### src/rtl/train_word_tx.sv
// train_word_tx: transmit link-training sequencer for one 12-bit lane.
// It sends the training word until the remote end reports lock, retries on failure,
// and then passes a valid/ready payload stream, filling empty cycles.
// Optional build macro TX_PRBS_FILL_EN: empty payload cycles carry PRBS7 bits instead of IDLE_WORD.
module train_word_tx #(
   parameter logic [15:0] TRAIN_MIN     = 16'd16384,
   parameter logic [19:0] TRAIN_TIMEOUT = 20'd262143,
   parameter logic [2:0]  MAX_RETRY     = 3'd7,
   parameter logic [7:0]  GUARD_CYC     = 8'd64,
   parameter logic [11:0] IDLE_WORD     = 12'h5A5
) (
   input  logic        clk_txg,
   input  logic        rst_tx_n,
   input  logic        cmd_start_training,
   input  logic [11:0] training_word,
   input  logic        rx_training_done,
   input  logic        rx_loc_ok,
   input  logic [11:0] s_data,
   input  logic        s_valid,
   output logic        s_ready,
   output logic [11:0] dataout,
   output logic        tx_train_active,
   output logic        link_up,
   output logic [2:0]  retry_cnt,
   output logic        train_fail
);
   typedef enum logic [2:0] {s_IDLE, s_TRAIN, s_BACKOFF, s_GUARD, s_DATA} state_t;
   localparam logic [19:0] MIN_M1 = 20'(TRAIN_MIN) - 20'd1;
   localparam logic [7:0]  GRD_M1 = GUARD_CYC - 8'd1;
   state_t state, state_n;
   logic [2:0] start_q, done_q, lock_q;
   logic [19:0] cnt_train, cnt_train_n;
   logic [7:0] cnt_guard, cnt_guard_n;
   logic [2:0] retry_n;
   logic fail_n, done_seen, done_seen_n, done_now, train_done;
   logic [11:0] word_n, fill;
   logic start_edge, done_edge, lock, unused_lock;
   assign start_edge  = start_q[1] & ~start_q[2];
   assign done_edge   = done_q[1] & ~done_q[2];
   assign lock        = lock_q[1];
   assign unused_lock = lock_q[2];
   assign done_now    = done_seen | done_edge;
   assign train_done  = done_now && (cnt_train >= MIN_M1);
`ifdef TX_PRBS_FILL_EN
   logic [6:0] lfsr, lfsr_n;
   logic [11:0] prbs_word;
   // Next 12 PRBS7 bits (x^7+x^6+1) and the LFSR state after emitting them.
   always_comb begin
      lfsr_n    = lfsr;
      prbs_word = '0;
      for (int i = 0; i < 12; i++) begin
         prbs_word = {prbs_word[10:0], lfsr_n[6] ^ lfsr_n[5]};
         lfsr_n    = {lfsr_n[5:0], lfsr_n[6] ^ lfsr_n[5]};
      end
   end
   assign fill = prbs_word;
   // Seed on entry to payload mode, advance only on fill cycles.
   always_ff @(posedge clk_txg)
      lfsr <= !rst_tx_n ? 7'h7F :
              (state != s_DATA && state_n == s_DATA) ? 7'h7F :
              (state == s_DATA && !s_valid) ? lfsr_n : lfsr;
`else
   assign fill = IDLE_WORD;
`endif
   // Next-state, counter and output-word selection; a start edge overrides everything.
   always_comb begin
      state_n     = state;
      cnt_train_n = cnt_train;
      cnt_guard_n = cnt_guard;
      retry_n     = retry_cnt;
      fail_n      = train_fail;
      done_seen_n = done_seen;
      word_n      = IDLE_WORD;
      case (state)
         s_IDLE: ;
         s_TRAIN: begin
            word_n      = training_word;
            cnt_train_n = (cnt_train >= TRAIN_TIMEOUT) ? cnt_train : cnt_train + 20'd1;
            done_seen_n = done_now;
            if (train_done && lock) begin
               state_n     = s_GUARD;
               cnt_guard_n = '0;
            end else if (train_done || cnt_train == TRAIN_TIMEOUT) begin
               if (retry_cnt >= MAX_RETRY) begin
                  state_n = s_IDLE;
                  fail_n  = 1'b1;
               end else begin
                  state_n     = s_BACKOFF;
                  retry_n     = retry_cnt + 3'd1;
                  cnt_guard_n = '0;
               end
            end
         end
         s_BACKOFF: begin
            cnt_guard_n = cnt_guard + 8'd1;
            if (cnt_guard >= GRD_M1) begin
               state_n     = s_TRAIN;
               cnt_guard_n = '0;
               cnt_train_n = '0;
               done_seen_n = 1'b0;
            end
         end
         s_GUARD: begin
            word_n      = training_word;
            cnt_guard_n = cnt_guard + 8'd1;
            if (cnt_guard >= GRD_M1) begin
               state_n     = s_DATA;
               cnt_guard_n = '0;
            end
         end
         s_DATA: word_n = s_valid ? s_data : fill;
         default: state_n = s_IDLE;
      endcase
      if (start_edge) begin
         state_n     = s_TRAIN;
         cnt_train_n = '0;
         cnt_guard_n = '0;
         retry_n     = '0;
         fail_n      = 1'b0;
         done_seen_n = 1'b0;
      end
   end
   // State, synchronizers, counters and registered outputs.
   always_ff @(posedge clk_txg) begin
      if (!rst_tx_n) begin
         state           <= s_IDLE;
         start_q         <= '0;
         done_q          <= '0;
         lock_q          <= '0;
         cnt_train       <= '0;
         cnt_guard       <= '0;
         retry_cnt       <= '0;
         train_fail      <= 1'b0;
         done_seen       <= 1'b0;
         dataout         <= IDLE_WORD;
         s_ready         <= 1'b0;
         link_up         <= 1'b0;
         tx_train_active <= 1'b0;
      end else begin
         state           <= state_n;
         start_q         <= {start_q[1:0], cmd_start_training};
         done_q          <= {done_q[1:0], rx_training_done};
         lock_q          <= {lock_q[1:0], rx_loc_ok};
         cnt_train       <= cnt_train_n;
         cnt_guard       <= cnt_guard_n;
         retry_cnt       <= retry_n;
         train_fail      <= fail_n;
         done_seen       <= done_seen_n;
         dataout         <= word_n;
         s_ready         <= state_n == s_DATA;
         link_up         <= state_n == s_DATA;
         tx_train_active <= state_n inside {s_TRAIN, s_GUARD, s_BACKOFF};
      end
   end
endmodule

### config.mk
export PLATFORM = sky130hd
export DESIGN_NAME = train_word_tx
export DESIGN_NICKNAME = d
export VERILOG_FILES = /design/src/rtl/train_word_tx.sv
export SDC_FILE = /design/constraint.sdc
export NUM_CORES = 1
export LEC_CHECK = 0
export CAP_MARGIN = 25
export CELL_PAD_IN_SITES_DETAIL_PLACEMENT = 1
export CELL_PAD_IN_SITES_GLOBAL_PLACEMENT = 1
export CORE_MARGIN = 2
export CORE_UTILIZATION = 42
export CTS_CLUSTER_SIZE = 24
export DETAILED_ROUTE_END_ITERATION = 10
export GPL_TIMING_DRIVEN = 0
export PLACE_DENSITY = 0.9
export SLEW_MARGIN = 10
export SYNTH_ARGS = -nofsm -noshare
export SYNTH_HDL_FRONTEND = slang
export SYNTH_SLANG_ARGS = --single-unit
### constraint.sdc
create_clock -name clk_txg -period 3.51 [get_ports clk_txg]
set_input_delay 0.702 -clock clk_txg [delete_from_list [all_inputs] [get_ports clk_txg]]
set_output_delay 0.702 -clock clk_txg [all_outputs]
set_load 0.02 [all_outputs]
==> summary by stage <==
Worst setup path
The critical path data arrival time is between 2 and 3 ns. The required time at the endpoint of the critical path is around 3.8 ns. The critical path capture point type is a flop. The type of the worst setup path is in2reg. The sort of element at the start of the critical path is an input port. The largest fanout on the critical path is 10.

Logic synthesis
After synthesis the netlist holds a flip-flop and latch count of 58. In the synthesized netlist, the number of instances is approximately 290. The area share of the largest cell type after synthesis is 43.53%. Yosys mapped a number of flops with a built-in enable equal to 0. The most used flip-flop cell after synthesis is sky130_fd_sc_hd__dfxtp_1.

The net count of the mapped netlist is 320. Summed over all instances, the cell type with the most area after synthesis is sky130_fd_sc_hd__dfxtp_1. The post-synthesis average cell area is 9.327 sq um. By area the synthesized netlist is led by sky130_fd_sc_hd__dfxtp_1 (44%), sky130_fd_sc_hd__a21oi_1 (4.7%), sky130_fd_sc_hd__mux2i_1 (4.5%).

The number of distinct library cells after synthesis is 50. Of all flip-flops after synthesis, the portion carrying an async set or reset was 0%. The synthesized netlist occupies a cell area of 2668 sq um.

The synthesis warning total is 0. The post-synthesis sequential area ratio is 43.53%.

Power
The static leakage is 0.001234 uW. The worst supply voltage drop on vdd is 0.2440 mV. Power spread over the standard cell area amounts to 396.4 nW/um^2.

Timing
The number of failing setup endpoints in the final timing report is 0. Dividing the final minimum period by the clock period gives between 60 and 70%. The final hold violation count is 0. Setup repair after global routing left no endpoint under its margin.

The largest clock skew in the final design is 0.006594 ns. The summed negative setup slack over all endpoints is 0 ns. For this run, the top clock speed supported by timing is 409.0 MHz.

At the pin with the least slew margin, the transition time is 0.6658 ns. The worst path in the final design needs a cycle of about 2.4 ns, including I/O delays and setup. Headroom to the max-slew limit came out at between 50% and 60%. The post-route worst setup slack is roughly 1.1 ns. The final-report max-slew violation count is 0.

Global routing
The final global-route overflow total is 0. The number of global-route vias before repair was 2467. The largest net degree at the start of global routing is 11.

The number of antenna violations at the first check in global routing is 0. The first global-routing pass estimated 11950 um of wire. Global routing consumed, over all layers together, 21.52% of the routing resources.

Floorplan
The initial utilization of the core area, before any placement, comes to between 40% and 50%. The number of cell rows is 29. The die covers between 7000 and 8000 sq um. From bottom edge to top edge, the die measures 83.70 um. Pin placement for this block handled 49 I/O pins. The area of the core is about 6200 sq um. Measured along the x axis, the die boundary spans roughly 84 um.

Finish
The share of final-layout standard cells stronger than drive strength 1 is 10.29%. The count of inserted antenna diode cells is 0. The layout overhead on the synthesized area is 28.47%. The final cell utilization of the core is 54.91%. The cell area after layout is 3427 sq um. The final-stage net count is 379. After the flow finishes, the layout carries non-filler instances totaling 427.

Drt
The detailed router's first-iteration violation count is 80. The length of routed wiring on met1 is 3295 um. Signal routing reaches up to met4. Once detail routing completed, the nets flagged for antenna violations numbered 0. The total met3 wirelength after detailed routing is 279 um. The first detailed-routing pass ran for 4 iterations. Dividing the detail-routed wire length by the instance count gives ~17 um. The total wirelength of the detailed-routed design is about 7100 um. The via total after detailed routing is ~2400.

Dividing the detail-routed via count by the number of cells gives 5.609. The routed design uses 3385 um of met2 wire. In the routed design, unresolved DRC markers number 0.

Flow run
The total of max-cap violations is 0.

Placement
The global placement routability congestion is 0.8194. The placed wire-length estimate after detailed placement is 5186 um. The number of port buffers is 48. The post-placement cell area is 3244 sq um. The cell count after placement is 411. At the placement stage, the worst setup path has a slack of 0.7044 ns.

Clock network
The number of setup buffers added after CTS is 0. The clock root buffer master is sky130_fd_sc_hd__clkbuf_8. Clock-pin slew was measured on the worst setup and hold paths at 0.06 ns. CTS saw 58 sinks. In this run the number of H-tree levels came out at 3.

The cts-stage hold buffer count is 0. Counting the buffers created by CTS gives 9. Post-CTS repair changed the size of 0 cells.

No sink is reached through more buffers than the 2 on the longest clock path. The clock latency reported for the late side of the worst-skew pair is 0.34 ns. TritonCTS built the clock tree.

Outcome
The flow ran to the end, and the final reports show no timing, DRC or antenna violations.

Min path
The path class of the lowest-slack min-delay path is reg2reg.
==> worst paths after layout <==
path | start | to | slack, ns | depth (start not counted)
worst max-delay path | rst_tx_n | cnt_train[9]$_SDFFE_PP0P_ | 1.07 | 8
worst min-delay path | lock_q[0]$_SDFF_PN0_ | lock_q[1]$_SDFF_PN0_ | 0.45 | 1
worst max register to register | cnt_train[0]$_SDFFE_PP0P_ | cnt_guard[0]$_SDFFE_PP0P_ | 1.11 | 6
worst min register to register | lock_q[0]$_SDFF_PN0_ | lock_q[1]$_SDFF_PN0_ | 0.45 | 1
==> critical path: stages <==
cell and delay, ns:
sky130_fd_sc_hd__clkdlybuf4s50_1 0.65, sky130_fd_sc_hd__nand2b_1 0.09, sky130_fd_sc_hd__clkbuf_1 0.29, sky130_fd_sc_hd__a21oi_2 0.39, sky130_fd_sc_hd__buf_6 0.21, sky130_fd_sc_hd__buf_6 0.15, sky130_fd_sc_hd__nand2_1 0.08, sky130_fd_sc_hd__mux2i_1 0.14
==> logic make-up after synthesis <==
family,count (synthesis),synth area share (%)
AO/OA/AOI/OAI,74,18.90
adder cells (fa/ha/maj),4,1.876
buffers and inverters,15,3.705
flip-flops,58,43.53
multiplexers,13,4.925
AND/OR/NAND/NOR,122,27.06
==> flip-flops by register name, summed over array words and instances (netlist names) <==
name and count:
cnt_guard 8, cnt_train 20, dataout 12, done_q 3, done_seen 1, link_up 1, lock_q 2, retry_cnt 3
start_q 3, state 3, train_fail 1, tx_train_active 1
==> metal layers <==
metal | vias to the layer above | GRT usage, %
li1 | 1163 | -
met1 | 1160 | 27.30
met2 | 54 | 34.33
met3 | 18 | 5.242
met4 | 0 | 10.26
met5 | - | 0
==> cell usage after synthesis (2+ instances only) <==
cell / number
sky130_fd_sc_hd__dfxtp_1: 58
sky130_fd_sc_hd__a21oi_1: 25
sky130_fd_sc_hd__nand2_1: 25
sky130_fd_sc_hd__nand2b_1: 17
sky130_fd_sc_hd__and2_1: 13
sky130_fd_sc_hd__mux2i_1: 12
sky130_fd_sc_hd__nand3_1: 12
sky130_fd_sc_hd__o21ai_0: 12
sky130_fd_sc_hd__nor2b_1: 11
sky130_fd_sc_hd__nor2_1: 8
sky130_fd_sc_hd__a31oi_1: 7
sky130_fd_sc_hd__a221o_1: 6
sky130_fd_sc_hd__a22oi_1: 6
sky130_fd_sc_hd__clkbuf_1: 5
sky130_fd_sc_hd__nand4_1: 5
sky130_fd_sc_hd__or2b_1: 5
sky130_fd_sc_hd__and3_1: 4
sky130_fd_sc_hd__buf_6: 4
sky130_fd_sc_hd__ha_1: 4
sky130_fd_sc_hd__and4_1: 3
sky130_fd_sc_hd__buf_4: 3
sky130_fd_sc_hd__nor3_1: 3
sky130_fd_sc_hd__o31ai_1: 3
sky130_fd_sc_hd__or4_1: 3
sky130_fd_sc_hd__a41oi_1: 2
sky130_fd_sc_hd__inv_1: 2
sky130_fd_sc_hd__nor4_1: 2
sky130_fd_sc_hd__o2bb2ai_1: 2
sky130_fd_sc_hd__o31a_1: 2
sky130_fd_sc_hd__or3_1: 2
==> power by group <==
part	total (uW)	internal (uW)	switching, uW
logic	119	62.6	56.2
clock network	567	312	255
registers	673	668	4.34
==> placed cells by master, fill, tap and decap left out, types with 8 or more instances in the layout <==
cell type,count
sky130_fd_sc_hd__mux2i_1,12
sky130_fd_sc_hd__nand3_1,12
sky130_fd_sc_hd__dfxtp_1,58
sky130_fd_sc_hd__nor2b_1,11
sky130_fd_sc_hd__clkbuf_8,12
sky130_fd_sc_hd__nand2_1,25
sky130_fd_sc_hd__and2_1,13
sky130_fd_sc_hd__a21oi_1,25
sky130_fd_sc_hd__nor2_1,8
sky130_fd_sc_hd__clkdlybuf4s50_1,48
sky130_fd_sc_hd__nand2b_1,17
sky130_fd_sc_hd__o21ai_0,12
==> area by class of cell <==
type | count | area (sq um)
repair buffers | 48 | 480.5
well taps | 77 | 96.34
inverters | 2 | 7.507
clock buffers | 14 | 172.7
flip-flops and latches | 58 | 1161
fillers | 735 | 2814
plain buffers | 13 | 91.34
multi-input cells | 213 | 1408
clock inverters | 2 | 10.01
==> stage by stage <==
step | power, uW | hold slack, ns
4_1_cts | 1371 | 0.4520
6_report | 1358 | 0.4474
3_3_place_gp | 799.5 | 0.4176
5_1_grt | 1419 | 0.4615
3_5_place_dp | 805.3 | 0.4208
2_1_floorplan | 744.5 | 0.4119
(Power assumes the default switching activity.)
